`src/rtl/id_ex_stage_reg.sv`:
```
// ID/EX pipeline register: carries decoded operands and control from decode to
// execute, with stall (hold), flush (bubble), valid tag and a saturating bubble counter.
module id_ex_stage_reg #(
    parameter int DATA_W = 32,
    parameter int CNT_W  = 16
) (
    input  logic              clk_i,
    input  logic              rst_i,
    input  logic              stall_i,
    input  logic              flush_i,
    input  logic              valid_i,
    input  logic [DATA_W-1:0] pc_i,
    input  logic [DATA_W-1:0] data1_i,
    input  logic [DATA_W-1:0] data2_i,
    input  logic [DATA_W-1:0] imm_i,
    input  logic [4:0]        rs_i,
    input  logic [4:0]        rt_i,
    input  logic [4:0]        rd_i,
    input  logic [5:0]        funct_i,
    input  logic [1:0]        aluop_i,
    input  logic              alusrc_i,
    input  logic              regdst_i,
    input  logic              memread_i,
    input  logic              memwrite_i,
    input  logic              regwrite_i,
    input  logic              memtoreg_i,
    output logic              valid_o,
    output logic [DATA_W-1:0] pc_o,
    output logic [DATA_W-1:0] data1_o,
    output logic [DATA_W-1:0] data2_o,
    output logic [DATA_W-1:0] imm_o,
    output logic [4:0]        rs_o,
    output logic [4:0]        rt_o,
    output logic [4:0]        rd_o,
    output logic [5:0]        funct_o,
    output logic [1:0]        aluop_o,
    output logic              alusrc_o,
    output logic              regdst_o,
    output logic              memread_o,
    output logic              memwrite_o,
    output logic              regwrite_o,
    output logic              memtoreg_o,
    output logic [CNT_W-1:0]  bubble_cnt_o
);

    typedef struct packed {
        logic              valid;
        logic [DATA_W-1:0] pc;
        logic [DATA_W-1:0] data1;
        logic [DATA_W-1:0] data2;
        logic [DATA_W-1:0] imm;
        logic [4:0]        rs;
        logic [4:0]        rt;
        logic [4:0]        rd;
        logic [5:0]        funct;
        logic [1:0]        aluop;
        logic              alusrc;
        logic              regdst;
        logic              memread;
        logic              memwrite;
        logic              regwrite;
        logic              memtoreg;
    } stage_t;

    localparam logic [CNT_W-1:0] CNT_ONE = {{(CNT_W-1){1'b0}}, 1'b1};

    stage_t            stage_q, stage_d;
    logic [CNT_W-1:0]  cnt_q, cnt_d;
    logic              bubble;

    always_comb begin
        stage_d = stage_q;
        cnt_d   = cnt_q;
        bubble  = 1'b0;
        if (flush_i) begin
            stage_d = '0;
            bubble  = 1'b1;
        end else if (!stall_i) begin
            stage_d.valid    = valid_i;
            stage_d.pc       = pc_i;
            stage_d.data1    = data1_i;
            stage_d.data2    = data2_i;
            stage_d.imm      = imm_i;
            stage_d.rs       = rs_i;
            stage_d.rt       = rt_i;
            stage_d.rd       = rd_i;
            stage_d.funct    = funct_i;
            stage_d.aluop    = aluop_i;
            stage_d.alusrc   = alusrc_i;
            stage_d.regdst   = regdst_i;
            // Side-effecting controls are squashed for an invalid slot; data still flows.
            stage_d.memread  = memread_i  & valid_i;
            stage_d.memwrite = memwrite_i & valid_i;
            stage_d.regwrite = regwrite_i & valid_i;
            stage_d.memtoreg = memtoreg_i;
            bubble           = ~valid_i;
        end
        if (bubble && (cnt_q != {CNT_W{1'b1}})) begin
            cnt_d = cnt_q + CNT_ONE;
        end
    end

    always_ff @(posedge clk_i or posedge rst_i) begin
        if (rst_i) begin
            stage_q <= '0;
            cnt_q   <= '0;
        end else begin
            stage_q <= stage_d;
            cnt_q   <= cnt_d;
        end
    end

    assign valid_o      = stage_q.valid;
    assign pc_o         = stage_q.pc;
    assign data1_o      = stage_q.data1;
    assign data2_o      = stage_q.data2;
    assign imm_o        = stage_q.imm;
    assign rs_o         = stage_q.rs;
    assign rt_o         = stage_q.rt;
    assign rd_o         = stage_q.rd;
    assign funct_o      = stage_q.funct;
    assign aluop_o      = stage_q.aluop;
    assign alusrc_o     = stage_q.alusrc;
    assign regdst_o     = stage_q.regdst;
    assign memread_o    = stage_q.memread;
    assign memwrite_o   = stage_q.memwrite;
    assign regwrite_o   = stage_q.regwrite;
    assign memtoreg_o   = stage_q.memtoreg;
    assign bubble_cnt_o = cnt_q;

endmodule
```
`config.mk`:
```
export PLATFORM = sky130hd
export DESIGN_NAME = id_ex_stage_reg
export DESIGN_NICKNAME = d
export VERILOG_FILES = /design/src/rtl/id_ex_stage_reg.sv
export SDC_FILE = /design/constraint.sdc
export NUM_CORES = 1
export LEC_CHECK = 0
export CORE_AREA = 2 2 130 132
export DETAILED_ROUTE_END_ITERATION = 16
export DIE_AREA = 0 0 132 134
export PLACE_DENSITY = 0.85
export SLEW_MARGIN = 10
export SYNTH_ARGS = -nofsm -noshare
export SYNTH_HDL_FRONTEND = slang
export SYNTH_SLANG_ARGS = --single-unit
```
`constraint.sdc`:
```
create_clock -name clk_i -period 14.6 [get_ports clk_i]
set_clock_uncertainty 0.05 [all_clocks]
set_input_delay 2.92 -clock clk_i [delete_from_list [all_inputs] [get_ports clk_i]]
set_output_delay 2.92 -clock clk_i [all_outputs]
set_load 0.03 [all_outputs]
```
-- Yosys cells after proc, flatten, opt, wreduce, memory -nomap -nowiden
Index checks and enable logic that the tools add are counted.
- register bits: 174
- input bits: 162
- output and inout bits: 174
- logic and storage cells: 29
- add/subtract/negate cells: 1
- eq/ne operators: 2
- multiplexer cells: 4
- bitwise gates (word level): 4
- reduce and logical (&&, ||, !) cells: 1
- operators by type and width (operator ; number):
    $mux W158 ; 2
    $add A16 B1 Y16 const B ; 1
    $ne A16 B16 Y1 const B ; 1
    $and A1 B1 Y1 ; 3
    $mux W1 ; 2
    $ne A2 B1 Y1 const B ; 1
    $logic_and A1 B1 Y1 ; 1
    $not A1 Y1 ; 1

-- Depth between registers and ports, before layout
- depth after elaboration: 4
- gate-level depth with buffers: 6
- mapped depth without buffers: 5

-- Worst setup path after synthesis
No wires, ideal clock.
- path type: input-to-reg
- from: input stall_i
- to: register cnt_q[13] (netlist: bubble_cnt_o[13])
- setup time: 0.125 ns
- arrival time: 3.888 ns
- required time: 14.425 ns
- path slack: 10.537 ns
- stages: 5
- buffers on the path: 1
- cells stage by stage: buf_8 o21ba_2 nor2_1 nand3_1 mux2_2
- word-level cells in the longest chain between the ends: 3
- ends and longest elaborated chain (item ; RTL line ; source):
    start: declaration ; 9 ; input logic stall_i,
    $mux W1 ; 78 ; end else if (!stall_i) begin
    $mux W1 ; 75 ; if (flush_i) begin
    $logic_and A1 B1 Y1 ; 98 ; if (bubble && (cnt_q != {CNT_W{1'b1}})) begin
    end signal: assignment ; 109 ; cnt_q <= cnt_d;
    end: declaration ; 68 ; logic [CNT_W-1:0] cnt_q, cnt_d;
Every way passes these cells.
A chain may end at the register's enable or synchronous reset.

-- Worst setup path in the final report
- from: input stall_i
- to: register cnt_q[1] (netlist: bubble_cnt_o[1])
The elaborated chain is that of the path after synthesis.

==> out/results.ini <==
[outcome]
status=complete, no violations

[grt]
grt_max_degree=100
grtUsageTotal_pct=22.4
grt_pass1_vias=5723
grt_overflow=0
grt_pass1_wl_um=30900
antenna_found_initial=0

[setup_path]
worstSetupPathType=in -> reg
timing.rr.end=bubble_cnt_o[1]
startpoint_type=primary input
crit_slowest_cell=buf_4
worstRegToRegCells=5
crit_end=bubble_cnt_o[1]
timing.rr.start=bubble_cnt_o[0]
cp_max_fo=63
critPathMaxStageDelay_ns=0.87
endpoint_kind=flip-flop
required_ns=14.86
crit_arrival_ns=4.92
path_cells=clkbuf_8 > buf_4 > o21bai_4 > nand2_4 > mux2_4
crit_path_start=stall_i
r2r_setup_slack_ns=12.70

[routing]
first_iter_violations=259
drc=0
drt_pass1_iterations=4
wl_um=19600
vias=5649
vias_per_cell=4.93
postRouteAntennaNets=0
wire_per_inst_um=17.1

[finish]
fillers=1227
layout_common_cells=clkdlybuf4s50_1 (333), dfrtp_1 (174), nor2_1 (166)
regArea_um2=4350
diodes=0
drive_gt1_share_pct=5.18
layout_commonest_cell=clkdlybuf4s50_1
utilization_pct=68.9
fin_nets=1077
area_growth_pct=56.6
multi_input_area_um2=2630

[logic_synthesis]
ys_async_sr_fraction_pct=100
syn_inst=592
yosys_most_used_dff=dfrtp_1
yosysUniqueCellTypes=34
syn_area_per_cell_um2=12.1
ys_ff_latch=174
synth_nets=755
syn_area_um2=7170
synth_sequential_area_ratio_pct=60.8
synth_edf_count=0
yosys_warnings=0

[cts]
cts_buffers=17
clock_latency_ns=0.42
clkTransAtPathRegs_ns=0.07
cts_buffer_depth=2
postCtsHoldBufs=0
cts_setup_buffers=0
htree_levels=4
cts_root_buffer=clkbuf_16
cts_sinks=174
cts.repair.resized=0
cts_tree=done

[sta]
layout_min_cycle_time_ns=4.67
maxSlewViolCount=0
worst_slew_pin_slew_ns=1.03
fmax_mhz=214
slew-limit-headroom_pct=31.2
period_share_pct=32.0
rsz0062_at_grt=no
finalSetupViolations=0
finalHoldViolations=0
setup_tns_ns=0

[floorplan]
die_area_um2=17700
die_x_um=132
floorplan.initialDensity_pct=44.0
num_io_pins=336
die_h_um=134
placementRows=47
fp.coreArea_um2=16300

[power]
ir_drop_uv=80.0
powerDensity_nw_per_um2=114
cellLeakagePower_nw=5.23

[placed_design]
gp_congestion=0.765
dpl.hpwl_um=13900
port_buffers=335

[worst_hold_path]
hp-class=reg -> reg

[run]
drv_cap=0

==> power breakdown <==
group,total (W),internal [W],switching (W)
logic,0.000290,0.000138,0.000153
clock network,0.000439,0.000245,0.000194
registers,0.000550,0.000518,0.0000329
==> synth_stat cells, types with 3 or more instances <==
| master | count | area, um2 |
|---|---|---|
| nand3_1 | 9 | 45.0 |
| and3_1 | 3 | 18.8 |
| nor2_1 | 166 | 623 |
| mux2i_1 | 155 | 1550 |
| clkbuf_1 | 18 | 67.6 |
| a21oi_1 | 7 | 35.0 |
| buf_2 | 15 | 75.1 |
| nand2_1 | 7 | 26.3 |
| dfrtp_1 | 174 | 4350 |
| xnor2_1 | 9 | 78.8 |
==> worst max-delay path: cells and delay by family <==
| family | cells | cell delay (ns) |
|---|---|---|
| buffers and inverters | 2 | 1.36 |
| multiplexers | 1 | 0.29 |
| AO/OA/AOI/OAI | 1 | 0.16 |
| AND/OR/NAND/NOR | 1 | 0.13 |
==> final cells by class <==
type | count | area share [%]
sequential | 174 | 38.8
multi-input combinational | 381 | 23.5
timing repair buffer | 339 | 30.2
inverter | 1 | 0.0780
tap | 220 | 2.45
clock buffer | 20 | 4.07
clock inverter | 12 | 0.981
==> stage by stage <==
stage | hold WS, ns | cells | cell area, um2 | power (W) | setup slack, ns
2_1_floorplan | 0.644 | 592 | 7170 | 0.000709 | 6.91
3_3_place_gp | 0.448 | 1115 | 10700 | 0.000845 | 9.42
3_5_place_dp | 0.462 | 1115 | 10700 | 0.000849 | 9.41
4_1_cts | 0.477 | 1147 | 11200 | 0.00129 | 9.88
5_1_grt | 0.489 | 1147 | 11200 | 0.00133 | 9.62
6_report | 0.469 | 1147 | 11200 | 0.00128 | 9.93
==> state kept, by name, summed over array words and instances (netlist names), 2 cells and up <==
name and flops:
rs_o 5, data2_o 32, rt_o 5, pc_o 32, bubble_cnt_o 16, funct_o 6
imm_o 32, rd_o 5, aluop_o 2, data1_o 32
==> worst min-delay path by stage <==
stage / startpoint / endpoint / slack (ns) / cells past startpoint
after floorplan: bubble_cnt_o[10] / bubble_cnt_o[10] / 0.64 / 1
after global placement: regwrite_o / regwrite_o / 0.45 / 2
after detailed placement: rd_o[1] / rd_o[1] / 0.46 / 2
after CTS: data2_o[2] / data2_o[2] / 0.48 / 2
after global routing: data1_o[11] / data1_o[11] / 0.49 / 2
final: data2_o[2] / data2_o[2] / 0.47 / 2
==> metal layers <==
metal	GRT usage (%)	up-vias	wire (um)
met5	0	-	0
met4	8.94	0	522
met3	7.37	35	1470
met2	37.6	218	9670
met1	26.7	2755	7920
li1	-	2641	-
==> kinds of logic (layout without fill, tap and decap cells) <==
logic type,Yosys count,in the layout,synth area share (%)
adders and majority gates,1,1,0.175
buffers and inverters,37,372,2.50
and+or+nand+nor,197,197,11.6
AOI/OAI and AO/OA,15,15,1.61
muxes,158,158,22.2
DFF,174,174,60.8
xor gates and xnor gates,10,10,1.22
Power figures use the tool's default switching activity.
